<file path="src/rtl/led_stretch_pkg.sv">
// Shared types and elaboration helpers for the LED pulse stretcher.
package led_stretch_pkg;

    typedef enum logic [1:0] {IDLE, ON, OFF} state_t;

    function automatic int ns_to_cyc(input int ns, input int clk_ns);
        return ns / clk_ns;
    endfunction

    function automatic int max2(input int a, input int b);
        return (a > b) ? a : b;
    endfunction

endpackage

</file>
<file path="src/rtl/led_stretch_if.sv">
// Event-in / LED-status bundle between an event source and led_stretch.
interface led_stretch_if #(
    parameter int PW = 3
) ();
    logic          evt_in;
    logic          led_out;
    logic          busy;
    logic [PW-1:0] pend_cnt;
    logic          overflow;

    modport master (output evt_in, input led_out, busy, pend_cnt, overflow);
    modport slave  (input evt_in, output led_out, busy, pend_cnt, overflow);
endinterface

</file>
<file path="src/rtl/led_stretch_tick_timer.sv">
// Loadable down-counter that parks at zero; zero flag reflects the current count.
module tick_timer #(
    parameter int W = 4
) (
    input  logic         sysclk,
    input  logic         sysrst,
    input  logic         load,
    input  logic [W-1:0] value,
    output logic         zero
);
    logic [W-1:0] cnt;

    always_ff @(posedge sysclk) begin
        if (sysrst)
            cnt <= '0;
        else if (load)
            cnt <= value;
        else if (cnt != '0)
            cnt <= cnt - W'(1);
    end

    assign zero = (cnt == '0);
endmodule

</file>
<file path="src/rtl/led_stretch.sv">
// Stretches single-cycle events into visible LED blinks with a queued backlog.
// Build option: LED_STRETCH_ACTIVE_LOW_EN inverts led_out for active-low LEDs.
module led_stretch
    import led_stretch_pkg::*;
#(
    parameter int CLK_CYC  = 10,
    parameter int ON_TIME  = 50_000_000,
    parameter int OFF_TIME = 50_000_000,
    parameter int PEND_MAX = 7
) (
    input logic         sysclk,
    input logic         sysrst,
    led_stretch_if.slave bus
);
    localparam int ON_CNT  = ns_to_cyc(ON_TIME, CLK_CYC);
    localparam int OFF_CNT = ns_to_cyc(OFF_TIME, CLK_CYC);
    localparam int TW      = $clog2(max2(ON_CNT, OFF_CNT) + 1);
    localparam int PW      = $clog2(PEND_MAX + 1);

`ifdef LED_STRETCH_ACTIVE_LOW_EN
    localparam logic LED_POL = 1'b1;
`else
    localparam logic LED_POL = 1'b0;
`endif

    generate
        if (ON_CNT < 1 || OFF_CNT < 1) begin : g_bad_timing
            $error("led_stretch: ON_CNT and OFF_CNT must both be >= 1");
        end
    endgenerate

    state_t          state, next_state;
    logic            tmr_load, tmr_zero;
    logic [TW-1:0]   tmr_val;
    logic            pend_inc, pend_dec;
    logic [PW-1:0]   pend;

    tick_timer #(.W(TW)) u_timer (
        .sysclk (sysclk),
        .sysrst (sysrst),
        .load   (tmr_load),
        .value  (tmr_val),
        .zero   (tmr_zero)
    );

    always_ff @(posedge sysclk) begin
        if (sysrst)
            state <= IDLE;
        else
            state <= next_state;
    end

    always_comb begin
        next_state = state;
        tmr_load   = 1'b0;
        tmr_val    = '0;
        pend_dec   = 1'b0;
        case (state)
            IDLE: if (bus.evt_in) begin
                next_state = ON;
                tmr_load   = 1'b1;
                tmr_val    = TW'(ON_CNT - 1);
            end
            ON: if (tmr_zero) begin
                next_state = OFF;
                tmr_load   = 1'b1;
                tmr_val    = TW'(OFF_CNT - 1);
            end
            OFF: if (tmr_zero) begin
                if (pend != '0) begin
                    next_state = ON;
                    tmr_load   = 1'b1;
                    tmr_val    = TW'(ON_CNT - 1);
                    pend_dec   = 1'b1;
                end else begin
                    next_state = IDLE;
                end
            end
            default: next_state = IDLE;
        endcase
    end

    // IDLE events launch a blink directly and never enter the backlog.
    assign pend_inc = bus.evt_in && (state != IDLE);

    always_ff @(posedge sysclk) begin
        if (sysrst) begin
            pend         <= '0;
            bus.overflow <= 1'b0;
            bus.led_out  <= LED_POL;
            bus.busy     <= 1'b0;
        end else begin
            bus.led_out <= (next_state == ON) ^ LED_POL;
            bus.busy    <= (next_state != IDLE);
            if (pend_inc && !pend_dec) begin
                if (pend == PW'(PEND_MAX))
                    bus.overflow <= 1'b1;
                else
                    pend <= pend + PW'(1);
            end else if (pend_dec && !pend_inc) begin
                pend <= pend - PW'(1);
            end
        end
    end

    assign bus.pend_cnt = pend;
endmodule

</file>
<file path="src/flat_wrapper.sv">
// flat-port wrapper written by rule: the top's interface ports become plain ports
module led_stretch_flat import led_stretch_pkg::*;
#(
    parameter int CLK_CYC  = 10,
    parameter int ON_TIME  = 50_000_000,
    parameter int OFF_TIME = 50_000_000,
    parameter int PEND_MAX = 7
)
  (sysclk, sysrst, bus_evt_in, bus_led_out, bus_busy, bus_pend_cnt, bus_overflow);
  led_stretch_if #(.PW(($clog2(PEND_MAX + 1)))) bus_i ();
  input logic sysclk;
  input logic sysrst;
  input wire logic [$bits(bus_i.evt_in)-1:0] bus_evt_in;
  output wire logic [$bits(bus_i.led_out)-1:0] bus_led_out;
  output wire logic [$bits(bus_i.busy)-1:0] bus_busy;
  output wire logic [$bits(bus_i.pend_cnt)-1:0] bus_pend_cnt;
  output wire logic [$bits(bus_i.overflow)-1:0] bus_overflow;
  assign bus_i.evt_in = bus_evt_in;
  assign bus_led_out = bus_i.led_out;
  assign bus_busy = bus_i.busy;
  assign bus_pend_cnt = bus_i.pend_cnt;
  assign bus_overflow = bus_i.overflow;
  led_stretch #(.CLK_CYC(CLK_CYC), .ON_TIME(ON_TIME), .OFF_TIME(OFF_TIME), .PEND_MAX(PEND_MAX)) u_core (.sysclk(sysclk), .sysrst(sysrst), .bus(bus_i));
endmodule
</file>
<file path="config.mk">
export PLATFORM = sky130hd
export DESIGN_NAME = led_stretch_flat
export DESIGN_NICKNAME = d
export VERILOG_FILES = /design/src/rtl/led_stretch_pkg.sv /design/src/rtl/led_stretch_if.sv /design/src/rtl/led_stretch_tick_timer.sv /design/src/rtl/led_stretch.sv /design/src/flat_wrapper.sv
export SDC_FILE = /design/constraint.sdc
export NUM_CORES = 1
export LEC_CHECK = 0
export ABC_AREA = 0
export ABC_CLOCK_PERIOD_IN_PS = 7000
export CAP_MARGIN = 20
export CORE_MARGIN = 2
export CORE_UTILIZATION = 41
export CTS_BUF_LIST = sky130_fd_sc_hd__clkbuf_8
export DETAILED_ROUTE_END_ITERATION = 8
export PLACE_DENSITY = 0.68
export SYNTH_ARGS = -nofsm -noshare
export SYNTH_HDL_FRONTEND = slang
export SYNTH_HIERARCHICAL = 1
export SYNTH_SLANG_ARGS = --single-unit
</file>
<file path="constraint.sdc">
create_clock -name sysclk -period 7 [get_ports sysclk]
set_input_delay 1.4 -clock sysclk [delete_from_list [all_inputs] [get_ports sysclk]]
set_output_delay 1.4 -clock sysclk [all_outputs]
set_load 0.005 [all_outputs]
</file>
==> load_flow_metrics.sql, run 1 <==
INSERT INTO impl_metrics (metric_group, metric, value, unit) VALUES
('floorplan', 'floorplan.initialDensity', '0.431', ''),
('sta', 'setup_total_negative_slack', '0', 'ns'),
('worst_setup_path', 'critical_path_depth_in_cells', '11', ''),
('sta', 'min_period', '3.77', 'ns'),
('worst_setup_path', 'cell_type_of_the_slowest_stage_on_the_worst_timing_path', 'sky130_fd_sc_hd__nor2_1', ''),
('synthesis', 'synth_enable_flop_cells', '0', ''),
('placement', 'routability_driven_placement_congestion_ratio', '0.845', ''),
('worst_setup_path', 'setup.worst_path.end_class', 'flop', ''),
('worst_setup_path', 'cp-endpoint', 'u_core/u_timer/cnt[15]$_SDFFE_PP0P_', ''),
('drt', 'postRouteAntennaNets', '0', ''),
('power_and_ir_drop', 'power.switching', '188', 'uW'),
('worst_setup_path', 'arrival', '3.92', 'ns'),
('worst_setup_path', 'crit_family', 'simple AND/OR/NAND/NOR gates', ''),
('global_routing', 'total_track_usage', '0.154', ''),
('clock_network', 'tritoncts_num_sinks', '31', ''),
('sta', 'min_period_over_period', '0.539', ''),
('run_status', 'run_status', 'finished, final reports clean', ''),
('final_layout', 'multi_input_combinational_cell_area', '1100', 'um2'),
('sta', 'count_of_endpoints_failing_hold_in_the_final_timing_report', '0', ''),
('floorplan', 'design.die.area', '4800', 'um2'),
('worst_hold_path', 'type_of_the_most_critical_hold_path', 'reg -> reg', ''),
('worst_setup_path', 'crit_start', 'u_core/u_timer/cnt[0]$_SDFFE_PP0P_', ''),
('final_layout', 'synthToLayoutAreaGrowth', '14.0', '%'),
('final_layout', 'layout_common_cells', 'sky130_fd_sc_hd__dfxtp_1 (31), sky130_fd_sc_hd__nand2_1 (22), sky130_fd_sc_hd__nor2_1 (14), sky130_fd_sc_hd__a21oi_1 (14), sky130_fd_sc_hd__conb_1 (10)', ''),
('power_and_ir_drop', 'power.share.clock', '0.257', ''),
('synthesis', 'ys_seq_area_frac', '0.355', ''),
('synthesis', 'synth-compound-area-share', '0.208', ''),
('drt', 'wl_per_cell', '12.6', 'um'),
('worst_setup_path', 'critical_path.n_buffers_inverters', '2', ''),
('clock_network', 'cts_tree', 'built', ''),
('worst_setup_path', 'worst_r2r_path_cells', '11', ''),
('synthesis', 'synth_top_flop_cell', 'sky130_fd_sc_hd__dfxtp_1', ''),
('final_layout', 'layout.filler_cells', '394', ''),
('synthesis', 'synth.lib_cells_used.distinct', '55', ''),
('drt', 'drc', '0', ''),
('synthesis', 'ys.warnings.count', '6', ''),
('global_routing', 'globalRoute.totalOverflow', '0', ''),
('drt', 'detailed_routing_iterations_pass_1', '4', ''),
('placement', 'placement.io_buffers', '8', ''),
('worst_setup_path', 'critPathMaxFanout', '42', ''),
('drt', 'detailedRoute.firstIterationViolations', '107', ''),
('drt', 'via_per_inst', '5.33', ''),
('drt', 'vias', '1435', ''),
('synthesis', 'synth_simple_gate_area_share', '0.264', ''),
('worst_setup_path', 'critical_path.reg2reg.startpoint', 'u_core/u_timer/cnt[0]$_SDFFE_PP0P_', ''),
('final_layout', 'finalNonFillerCells', '269', ''),
('clock_network', 'clk_root_buffer_cell', 'sky130_fd_sc_hd__clkbuf_8', ''),
('final_layout', 'layout.nets', '224', ''),
('clock_network', 'clk_latency_worst_skew_pair', '0.28', 'ns'),
('power_and_ir_drop', 'report.power.total', '543', 'uW'),
('worst_setup_path', 'setup_slack_on_the_worst_flop_to_flop_path', '3.23', 'ns'),
('synthesis', 'synth_xor_xnor_area_share', '0.0651', ''),
('power_and_ir_drop', 'pwr_per_cell_area', '273', 'nW/um2'),
('worst_setup_path', 'cp_cell_instances', 'inv_1, ha_1, nor4b_1, nand4_2, nor2_1, o311ai_4, o21ai_2, buf_4, or2_2, nand2b_1, o22ai_1', ''),
('worst_setup_path', 'worstSetupPathType', 'reg -> reg', ''),
('job', 'drv_cap', '0', ''),
('sta', 'holdWs', '0.461', 'ns'),
('clock_network', 'post_cts_setup_buffer_count', '0', ''),
('placement', 'dp_hpwl', '2360', 'um'),
('synthesis', 'synth_top_family_by_area', 'simple AND/OR/NAND/NOR gates', ''),
('global_routing', 'grt_antenna_before_repair', '0', ''),
('final_layout', 'inserted_diodes', '0', ''),
('power_and_ir_drop', 'static-leakage-power', '0.736', 'nW'),
('power_and_ir_drop', 'vdd.ir_drop.worst', '0.138', 'mV'),
('power_and_ir_drop', 'power.share.sequential', '0.427', ''),
('synthesis', 'synth-adder-area-share', '0.0186', ''),
('sta', 'setup_viol_count_final', '0', ''),
('synthesis', 'avgSynthCellArea', '8.61', 'um2'),
('floorplan', 'std_cell_rows', '23', ''),
('floorplan', 'dieHeight', '69.3', 'um'),
('power_and_ir_drop', 'power.share.switching', '0.345', '');
==> worst reg2reg max path: stages, from the launching register on <==
cell and delay [ns]:
sky130_fd_sc_hd__dfxtp_1 0.33, sky130_fd_sc_hd__inv_1 0.08, sky130_fd_sc_hd__ha_1 0.20, sky130_fd_sc_hd__nor4b_1 0.60, sky130_fd_sc_hd__nand4_2 0.38, sky130_fd_sc_hd__nor2_1 0.69, sky130_fd_sc_hd__o311ai_4 0.30, sky130_fd_sc_hd__o21ai_2 0.11
sky130_fd_sc_hd__buf_4 0.34, sky130_fd_sc_hd__or2_2 0.24, sky130_fd_sc_hd__nand2b_1 0.24, sky130_fd_sc_hd__o22ai_1 0.12
==> state kept, by name (all words and copies together) (netlist names) <==
| name | flops |
|---|---|
| u_core/bus.overflow | 1 |
| u_core/bus.pend_cnt | 3 |
| u_core/u_timer/cnt | 23 |
| u_core/bus.busy | 1 |
| u_core/bus.led_out | 1 |
| u_core/state | 2 |
==> synthesized netlist by cell type, drive strengths merged, types with 4 or more instances <==
library cell | n | share of area
a21oi | 14 | 0.040
clkbuf | 8 | 0.017
dfxtp | 31 | 0.36
inv | 6 | 0.013
mux2i | 5 | 0.029
nand2 | 22 | 0.047
nand2b | 4 | 0.014
nor2 | 14 | 0.030
nor3 | 10 | 0.035
nor4 | 9 | 0.039
o21ai | 5 | 0.014
o22ai | 6 | 0.021
o32ai | 4 | 0.020
or3 | 7 | 0.026
xnor2 | 7 | 0.035
xor2 | 6 | 0.030
==> kinds of logic after synthesis <==
logic type                 Yosys count
other                                1
and+or+nand+nor                     83
muxes                                8
buffers and inverters               16
AOI/OAI and AO/OA                   49
xor gates and xnor gates            13
DFF                                 31
adders and majority gates            2
==> through the flow <==
stage,setup WS (ns),util,area (um2)
after floorplan,3.25,-,1780
after global placement,3.45,0.469,1900
after detailed placement,3.25,0.469,1900
after CTS,3.24,0.491,1990
after global routing,2.77,0.491,1990
final,3.23,0.491,1990
==> how the worst min path moves through the flow <==
stage                                          start                                to  slack, ns  depth (start not counted)
floorplan           u_core/bus.overflow$_SDFFE_PP0P_  u_core/bus.overflow$_SDFFE_PP0P_       0.44                          2
finish              u_core/bus.overflow$_SDFFE_PP0P_  u_core/bus.overflow$_SDFFE_PP0P_       0.46                          2
global route        u_core/bus.overflow$_SDFFE_PP0P_  u_core/bus.overflow$_SDFFE_PP0P_       0.49                          2
CTS                 u_core/bus.overflow$_SDFFE_PP0P_  u_core/bus.overflow$_SDFFE_PP0P_       0.46                          2
detailed placement  u_core/bus.overflow$_SDFFE_PP0P_  u_core/bus.overflow$_SDFFE_PP0P_       0.45                          2
global placement    u_core/bus.overflow$_SDFFE_PP0P_  u_core/bus.overflow$_SDFFE_PP0P_       0.44                          2
==> final cells by class <==
type | count | area share
clock buffer | 6 | 0.0415
clock inverter | 1 | 0.00251
inverter | 6 | 0.0113
multi-input combinational | 165 | 0.554
sequential | 31 | 0.312
tap | 50 | 0.0314
timing repair buffer | 10 | 0.0477
==> per-layer routing <==
| layer | up-vias | routed length, um | global-route usage |
|---|---|---|---|
| li1 | 760 | - | - |
| met1 | 657 | 1610 | 0.191 |
| met2 | 14 | 1630 | 0.256 |
| met3 | 4 | 97 | 0.0392 |
| met4 | 0 | 44 | 0.0588 |
| met5 | - | 0 | 0 |
==> power by group through the flow <==
stage	Clock, mW	Combinational (mW)	Sequential (mW)
floorplan	0	0.143	0.229
global placement	0	0.172	0.236
detailed placement	0	0.171	0.235
CTS	0.144	0.172	0.232
global route	0.153	0.195	0.236
finish	0.139	0.172	0.232
No activity file was read; power rests on OpenSTA's default activity.
==> run 2: changes to the inputs <==
--- a/config.mk
+++ b/config.mk
@@ -6,7 +6,7 @@
 export NUM_CORES = 1
 export LEC_CHECK = 0
 export ABC_AREA = 0
-export ABC_CLOCK_PERIOD_IN_PS = 7000
+export ABC_CLOCK_PERIOD_IN_PS = 3700
 export CAP_MARGIN = 20
 export CORE_MARGIN = 2
 export CORE_UTILIZATION = 41
==> constraint.sdc (replaced) <==
create_clock -name sysclk -period 3.7 [get_ports sysclk]
set_input_delay 0.74 -clock sysclk [delete_from_list [all_inputs] [get_ports sysclk]]
set_output_delay 0.74 -clock sysclk [all_outputs]
set_load 0.005 [all_outputs]
==> load_flow_metrics.sql, run 2 (synthesis results as in run 1) <==
INSERT INTO impl_metrics (metric_group, metric, value, unit) VALUES
('final_layout', 'largest_register_ffs', '23', ''),
('sta', 'fmax', '0.325', 'GHz'),
('worst_hold_path', 'holdCritStartpoint', 'u_core/bus.overflow$_SDFFE_PP0P_', ''),
('worst_setup_path', 'critPathMaxFanout', '12', ''),
('worst_setup_path', 'setup_slack_on_the_worst_flop_to_flop_path', '0.63', 'ns'),
('worst_setup_path', 'crit_start', 'u_core/u_timer/cnt[0]$_SDFFE_PP0P_', ''),
('clock_network', 'cts_tree', 'built', ''),
('sta', 'setup_viol_count_final', '0', ''),
('worst_setup_path', 'cell_type_of_the_slowest_stage_on_the_worst_timing_path', 'sky130_fd_sc_hd__nor4b_1', ''),
('clock_network', 'clk_latency_worst_skew_pair', '0.28', 'ns'),
('sta', 'setup_repair_after_global_routing_missed_its_margin', 'false', ''),
('final_layout', 'synthToLayoutAreaGrowth', '16.0', '%'),
('clock_network', 'clk_path_buf_depth', '2', ''),
('clock_network', 'post_cts_setup_buffer_count', '0', ''),
('global_routing', 'grt_start_max_net_pins', '37', ''),
('drt', 'detailedRoute.firstIterationViolations', '91', ''),
('worst_setup_path', 'critical_path.reg2reg.startpoint', 'u_core/u_timer/cnt[0]$_SDFFE_PP0P_', ''),
('sta', 'worst_clock_skew', '0.00424', 'ns'),
('clock_network', 'clk_transition_reported_paths', '0.07', 'ns'),
('floorplan', 'std_cell_rows', '23', ''),
('worst_setup_path', 'max_stage_delay', '0.62', 'ns'),
('clock_network', 'cts_max_level', '2', ''),
('drt', 'vias', '1469', ''),
('worst_hold_path', 'type_of_the_most_critical_hold_path', 'reg -> reg', ''),
('floorplan', 'floorplan.initialDensity', '0.431', ''),
('sta', 'setup_total_negative_slack', '0', 'ns'),
('global_routing', 'globalRoute.totalOverflow', '0', ''),
('sta', 'max_slew.worst_pin.slew', '0.731', 'ns'),
('placement', 'placement.io_buffers', '8', ''),
('drt', 'via_per_inst', '5.38', ''),
('sta', 'count_of_endpoints_failing_hold_in_the_final_timing_report', '0', ''),
('clock_network', 'cts_made_buffers', '5', ''),
('final_layout', 'layout.nets', '227', ''),
('sta', 'min_period_over_period', '0.830', ''),
('sta', 'min_period', '3.07', 'ns'),
('placement', 'routability_driven_placement_congestion_ratio', '0.814', ''),
('job', 'drv_cap', '0', ''),
('worst_setup_path', 'setup.worst_path.end_class', 'flop', ''),
('clock_network', 'tritoncts_num_sinks', '31', ''),
('final_layout', 'layout_common_cells', 'sky130_fd_sc_hd__dfxtp_1 (31), sky130_fd_sc_hd__nand2_1 (22), sky130_fd_sc_hd__nor2_1 (14), sky130_fd_sc_hd__a21oi_1 (14), sky130_fd_sc_hd__conb_1 (10)', ''),
('sta', 'headroom_to_the_max_slew_limit', '0.506', ''),
('final_layout', 'final_common_cell', 'sky130_fd_sc_hd__dfxtp_1', ''),
('run_status', 'run_status', 'finished, final reports clean', ''),
('final_layout', 'postLayoutCellArea', '2030', 'um2'),
('clock_network', 'post_cts.resized_instances', '0', ''),
('worst_setup_path', 'arrival', '3.22', 'ns'),
('clock_network', 'ctsHoldBuffers', '0', ''),
('worst_setup_path', 'worstSetupPathType', 'reg -> reg', ''),
('drt', 'wl_per_cell', '12.8', 'um'),
('final_layout', 'top_register', 'u_core/u_timer/cnt', ''),
('global_routing', 'vias_in_the_first_global_route', '1353', ''),
('placement', 'dp_hpwl', '2530', 'um'),
('global_routing', 'grt_first_pass_wirelength', '6020', 'um'),
('global_routing', 'grt_antenna_before_repair', '0', ''),
('worst_setup_path', 'worst_ep_required_time', '3.85', 'ns'),
('final_layout', 'layout.filler_cells', '386', ''),
('placement', 'placement.cell_area', '1930', 'um2'),
('drt', 'drc', '0', ''),
('drt', 'detailed_routing_iterations_pass_1', '4', ''),
('floorplan', 'die_width', '69.3', 'um'),
('floorplan', 'core_area', '4060', 'um2'),
('final_layout', 'inserted_diodes', '0', ''),
('floorplan', 'dieHeight', '69.3', 'um'),
('drt', 'wl', '3490', 'um'),
('power_and_ir_drop', 'static-leakage-power', '0.759', 'nW'),
('final_layout', 'layout-drive-gt1-share', '0.135', ''),
('floorplan', 'ioPinCount', '9', ''),
('worst_setup_path', 'cp_cell_instances', 'inv_1, ha_1, nor4b_1, nand4_2, nor2_1, mux2i_1, o21ai_2, or2_2, nand2b_1, o22ai_1', ''),
('drt', 'postRouteAntennaNets', '0', ''),
('sta', 'final_slew_viol_count', '0', ''),
('clock_network', 'clk_root_buffer_cell', 'sky130_fd_sc_hd__clkbuf_8', ''),
('global_routing', 'total_track_usage', '0.152', ''),
('power_and_ir_drop', 'vdd.ir_drop.worst', '0.267', 'mV'),
('floorplan', 'design.die.area', '4800', 'um2'),
('power_and_ir_drop', 'pwr_per_cell_area', '523', 'nW/um2'),
('worst_setup_path', 'critical_path.startpoint_type', 'flop', '');
-- run 2: cell types whose count changed in the layout (fill, tap and decap cells not counted) --
cell and delta:
sky130_fd_sc_hd__buf_4 +3, sky130_fd_sc_hd__clkbuf_8 +1, sky130_fd_sc_hd__inv_1 +1, sky130_fd_sc_hd__clkinv_2 -1
-- run 2: final cells by class --
type	count	area [um2]	share of cell area
Clock buffer	7	96.3	0.0475
Clock inverter	1	3.75	0.00185
Inverter	6	22.5	0.0111
Multi-Input combinational cell	165	1100	0.544
Sequential cell	31	621	0.306
Tap cell	50	62.6	0.0309
Timing Repair Buffer	13	118	0.0580
-- run 2: routing by layer --
metal | track usage | share of wire | vias up
li1 | - | - | 771
met4 | 0.0523 | 0.0092 | 0
met1 | 0.192 | 0.47 | 673
met5 | 0 | 0 | -
met2 | 0.255 | 0.49 | 20
met3 | 0.0349 | 0.034 | 5
-- run 2: worst max-delay path, delay by kind of cell (launching register included) --
family	cells	cell delay, ns
buffers and inverters	1	0.08
AOI/OAI and AO/OA	2	0.51
DFF	1	0.33
adders and majority gates	1	0.21
muxes	1	0.16
and+or+nand+nor	5	1.66
-- run 2: path summary, 6_finish.rpt --
path	endpoint	depth (start not counted)
worst max-delay path	u_core/u_timer/cnt[15]$_SDFFE_PP0P_	10
worst min-delay path	u_core/bus.overflow$_SDFFE_PP0P_	2
worst max register to register	u_core/u_timer/cnt[15]$_SDFFE_PP0P_	10
worst min register to register	u_core/bus.overflow$_SDFFE_PP0P_	2
-- run 2: per-stage QoR --
stage                     hold WS, ns  setup slack [ns]  utilization  std cells  power (mW)
final                           0.457             0.627        0.500        273        1.06
after global routing            0.488             0.359        0.500        273        1.13
after CTS                       0.466             0.648        0.500        273        1.07
after detailed placement        0.454             0.670        0.475        265       0.778
after global placement          0.441             0.857        0.475        265       0.777
after floorplan                 0.442             0.213            -        212       0.703
-- run 2: power breakdown --
part           internal, mW  switching, mW  leakage, nW
Sequential            0.382         0.0561        0.256
Combinational         0.150          0.183        0.448
Clock                 0.167          0.122       0.0557
Total                 0.699          0.361        0.759
==> run 3: changes to the inputs <==
--- a/config.mk
+++ b/config.mk
@@ -6,13 +6,13 @@
 export NUM_CORES = 1
 export LEC_CHECK = 0
 export ABC_AREA = 0
-export ABC_CLOCK_PERIOD_IN_PS = 3700
+export ABC_CLOCK_PERIOD_IN_PS = 2600
 export CAP_MARGIN = 20
 export CORE_MARGIN = 2
 export CORE_UTILIZATION = 41
 export CTS_BUF_LIST = sky130_fd_sc_hd__clkbuf_8
 export DETAILED_ROUTE_END_ITERATION = 8
-export PLACE_DENSITY = 0.68
+export PLACE_DENSITY = 0.7
 export SYNTH_ARGS = -nofsm -noshare
 export SYNTH_HDL_FRONTEND = slang
 export SYNTH_HIERARCHICAL = 1
==> constraint.sdc (replaced) <==
create_clock -name sysclk -period 2.6 [get_ports sysclk]
set_input_delay 0.52 -clock sysclk [delete_from_list [all_inputs] [get_ports sysclk]]
set_output_delay 0.52 -clock sysclk [all_outputs]
set_load 0.005 [all_outputs]
==> load_flow_metrics.sql, run 3 (synthesis results as in run 1) <==
INSERT INTO impl_metrics (metric_group, metric, value, unit) VALUES
('power_and_ir_drop', 'power.switching', '536', 'uW'),
('floorplan', 'std_cell_rows', '23', ''),
('power_and_ir_drop', 'power_frac_comb', '0.354', ''),
('drt', 'via_per_inst', '5.35', ''),
('power_and_ir_drop', 'pwr_per_cell_area', '725', 'nW/um2'),
('worst_setup_path', 'cell_type_of_the_slowest_stage_on_the_worst_timing_path', 'sky130_fd_sc_hd__fa_1', ''),
('worst_setup_path', 'worst_ep_required_time', '2.78', 'ns'),
('clock_network', 'clk_root_buffer_cell', 'sky130_fd_sc_hd__clkbuf_8', ''),
('job', 'drv_cap', '0', ''),
('worst_setup_path', 'setup_slack_on_the_worst_flop_to_flop_path', '0.24', 'ns'),
('global_routing', 'vias_in_the_first_global_route', '1364', ''),
('final_layout', 'largest_register_ffs', '23', ''),
('final_layout', 'synthToLayoutAreaGrowth', '18.8', '%'),
('power_and_ir_drop', 'power.share.clock', '0.229', ''),
('drt', 'wl_per_cell', '12.8', 'um'),
('worst_setup_path', 'critical_path.n_buffers_inverters', '1', ''),
('sta', 'min_period_over_period', '0.907', ''),
('drt', 'detailedRoute.firstIterationViolations', '44', ''),
('worst_setup_path', 'cp_cell_instances', 'inv_1, ha_2, nor4b_4, nand4_4, nor2_4, o311ai_4, nand2_1, fa_1, and3_1, mux2i_1, mux2_2', ''),
('sta', 'setup_total_negative_slack', '0', 'ns'),
('placement', 'dp_hpwl', '2490', 'um'),
('global_routing', 'grt_antenna_before_repair', '0', ''),
('placement', 'placement.io_buffers', '8', ''),
('floorplan', 'core_area', '4060', 'um2'),
('drt', 'drc', '0', ''),
('sta', 'final_slew_viol_count', '0', ''),
('drt', 'wl', '3530', 'um'),
('sta', 'max_slew.worst_pin.slew', '0.523', 'ns'),
('power_and_ir_drop', 'static-leakage-power', '0.776', 'nW'),
('floorplan', 'floorplan.initialDensity', '0.431', ''),
('sta', 'post_route_worst_setup_slack', '0.241', 'ns'),
('clock_network', 'post_cts_setup_buffer_count', '0', ''),
('clock_network', 'clk_path_buf_depth', '2', ''),
('floorplan', 'die_width', '69.3', 'um'),
('final_layout', 'final_common_cell', 'sky130_fd_sc_hd__dfxtp_1', ''),
('final_layout', 'postLayoutCoreUtil', '0.512', ''),
('drt', 'detailed_routing_iterations_pass_1', '4', ''),
('power_and_ir_drop', 'report.power.total', '1.51', 'mW'),
('final_layout', 'inserted_diodes', '0', ''),
('power_and_ir_drop', 'power.share.sequential', '0.418', ''),
('worst_setup_path', 'crit_start', 'u_core/u_timer/cnt[0]$_SDFFE_PP0P_', ''),
('worst_setup_path', 'arrival', '2.53', 'ns'),
('worst_hold_path', 'timing.hold.worst_endpoint', 'u_core/bus.overflow$_SDFFE_PP0P_', ''),
('drt', 'vias', '1472', ''),
('clock_network', 'clk_transition_reported_paths', '0.06', 'ns'),
('floorplan', 'design.die.area', '4800', 'um2'),
('worst_setup_path', 'regToRegEndpoint', 'u_core/bus.pend_cnt[2]$_SDFFE_PP0P_', ''),
('sta', 'headroom_to_the_max_slew_limit', '0.649', ''),
('worst_setup_path', 'setup.worst_path.end_class', 'flop', ''),
('clock_network', 'ctsHoldBuffers', '0', ''),
('clock_network', 'cts_made_buffers', '5', ''),
('sta', 'setup_repair_after_global_routing_missed_its_margin', 'false', ''),
('worst_hold_path', 'holdPathStages', '2', ''),
('worst_setup_path', 'worstSetupPathType', 'reg -> reg', ''),
('sta', 'worst_clock_skew', '0.00317', 'ns'),
('worst_setup_path', 'crit_family', 'adder cells', ''),
('floorplan', 'dieHeight', '69.3', 'um'),
('power_and_ir_drop', 'cell_internal_pwr', '970', 'uW'),
('sta', 'min_period', '2.36', 'ns'),
('global_routing', 'total_track_usage', '0.164', ''),
('clock_network', 'clk_latency_worst_skew_pair', '0.28', 'ns'),
('worst_hold_path', 'type_of_the_most_critical_hold_path', 'reg -> reg', ''),
('global_routing', 'grt_first_pass_wirelength', '6340', 'um'),
('run_status', 'run_status', 'finished, final reports clean', ''),
('sta', 'fmax', '0.424', 'GHz'),
('worst_setup_path', 'max_stage_delay', '0.39', 'ns'),
('clock_network', 'cts_max_level', '2', ''),
('final_layout', 'layout-drive-gt1-share', '0.164', ''),
('worst_setup_path', 'critical_path.startpoint_type', 'flop', ''),
('final_layout', 'layout.filler_cells', '387', ''),
('final_layout', 'top_register', 'u_core/u_timer/cnt', ''),
('global_routing', 'grt_start_max_net_pins', '37', ''),
('worst_setup_path', 'critical_path.reg2reg.startpoint', 'u_core/u_timer/cnt[0]$_SDFFE_PP0P_', ''),
('floorplan', 'ioPinCount', '9', ''),
('clock_network', 'cts_tree', 'built', ''),
('worst_setup_path', 'worst_r2r_path_cells', '11', ''),
('placement', 'place_ws', '0.204', 'ns'),
('final_layout', 'layout.nets', '231', ''),
('clock_network', 'post_cts.resized_instances', '0', ''),
('placement', 'routability_driven_placement_congestion_ratio', '0.818', ''),
('sta', 'count_of_endpoints_failing_hold_in_the_final_timing_report', '0', ''),
('clock_network', 'tritoncts_num_sinks', '31', ''),
('power_and_ir_drop', 'vdd.ir_drop.worst', '0.287', 'mV'),
('global_routing', 'globalRoute.totalOverflow', '0', ''),
('final_layout', 'layout_common_cells', 'sky130_fd_sc_hd__dfxtp_1 (31), sky130_fd_sc_hd__nand2_1 (22), sky130_fd_sc_hd__a21oi_1 (14)', ''),
('placement', 'placement.cell_area', '2000', 'um2'),
('worst_hold_path', 'holdCritStartpoint', 'u_core/bus.overflow$_SDFFE_PP0P_', ''),
('worst_setup_path', 'critPathMaxFanout', '7', ''),
('sta', 'setup_viol_count_final', '0', ''),
('drt', 'postRouteAntennaNets', '0', ''),
('power_and_ir_drop', 'power.share.switching', '0.356', ''),
('final_layout', 'postLayoutCellArea', '2080', 'um2');
-- run 3: cell types whose count changed in the layout (fill, tap and decap cells not counted) --
cell                       delta
sky130_fd_sc_hd__buf_4        +4
sky130_fd_sc_hd__clkbuf_8     -2
sky130_fd_sc_hd__ha_1         -1
sky130_fd_sc_hd__ha_2         +1
sky130_fd_sc_hd__nand2b_1     -1
sky130_fd_sc_hd__nand2b_4     +1
sky130_fd_sc_hd__nand4_2      -1
sky130_fd_sc_hd__nand4_4      +1
sky130_fd_sc_hd__nor2_1       -1
sky130_fd_sc_hd__nor2_4       +1
sky130_fd_sc_hd__nor4_1       -1
sky130_fd_sc_hd__nor4_2       +1
sky130_fd_sc_hd__nor4b_1      -1
sky130_fd_sc_hd__nor4b_4      +1
-- run 3: power by group through the flow --
stage               clock (mW)  combinational [mW]  sequential [mW]
finish                   0.345               0.533            0.629
global route             0.379               0.597            0.642
CTS                      0.356               0.534            0.629
detailed placement           0               0.532            0.639
global placement             0               0.528            0.638
floorplan                    0               0.419            0.622
-- run 3: tightest hold or removal path, cell delays in order (launching register included) --
cell                      delay, ns
sky130_fd_sc_hd__dfxtp_1       0.31
sky130_fd_sc_hd__inv_1         0.05
sky130_fd_sc_hd__a21oi_1       0.05
-- run 3: final cells by class --
type	count	area [um2]	share of cell area
clock buffer	5	68.8	0.0331
clock inverter	1	3.75	0.00181
inverter	6	22.5	0.0108
multi-input combinational	165	1150	0.554
sequential	31	621	0.299
tap	50	62.6	0.0301
timing repair buffer	17	148	0.0711
-- run 3: routing by layer --
layer	up-vias	track usage	part of all wire	routed length, um
li1	779	-	-	-
met3	8	0.0494	0.029	104
met4	0	0.0871	0.023	80
met5	-	0	0	0
met1	668	0.215	0.52	1840
met2	17	0.240	0.43	1510
-- run 3: worst max path at each step --
stage | to | slack [ns] | cells after the start
after floorplan | u_core/u_timer/cnt[18]$_SDFFE_PP0P_ | -0.02 | 12
after global placement | u_core/bus.pend_cnt[2]$_SDFFE_PP0P_ | 0.23 | 7
after detailed placement | u_core/bus.pend_cnt[2]$_SDFFE_PP0P_ | 0.20 | 7
after CTS | u_core/bus.pend_cnt[2]$_SDFFE_PP0P_ | 0.24 | 11
after global routing | u_core/u_timer/cnt[18]$_SDFFE_PP0P_ | 0.06 | 9
final | u_core/bus.pend_cnt[2]$_SDFFE_PP0P_ | 0.24 | 11
-- run 3: stage by stage --
stage	hold slack, ns	cells
after floorplan	0.442	212
after global placement	0.441	269
after detailed placement	0.444	269
after CTS	0.460	275
after global routing	0.483	275
final	0.457	275
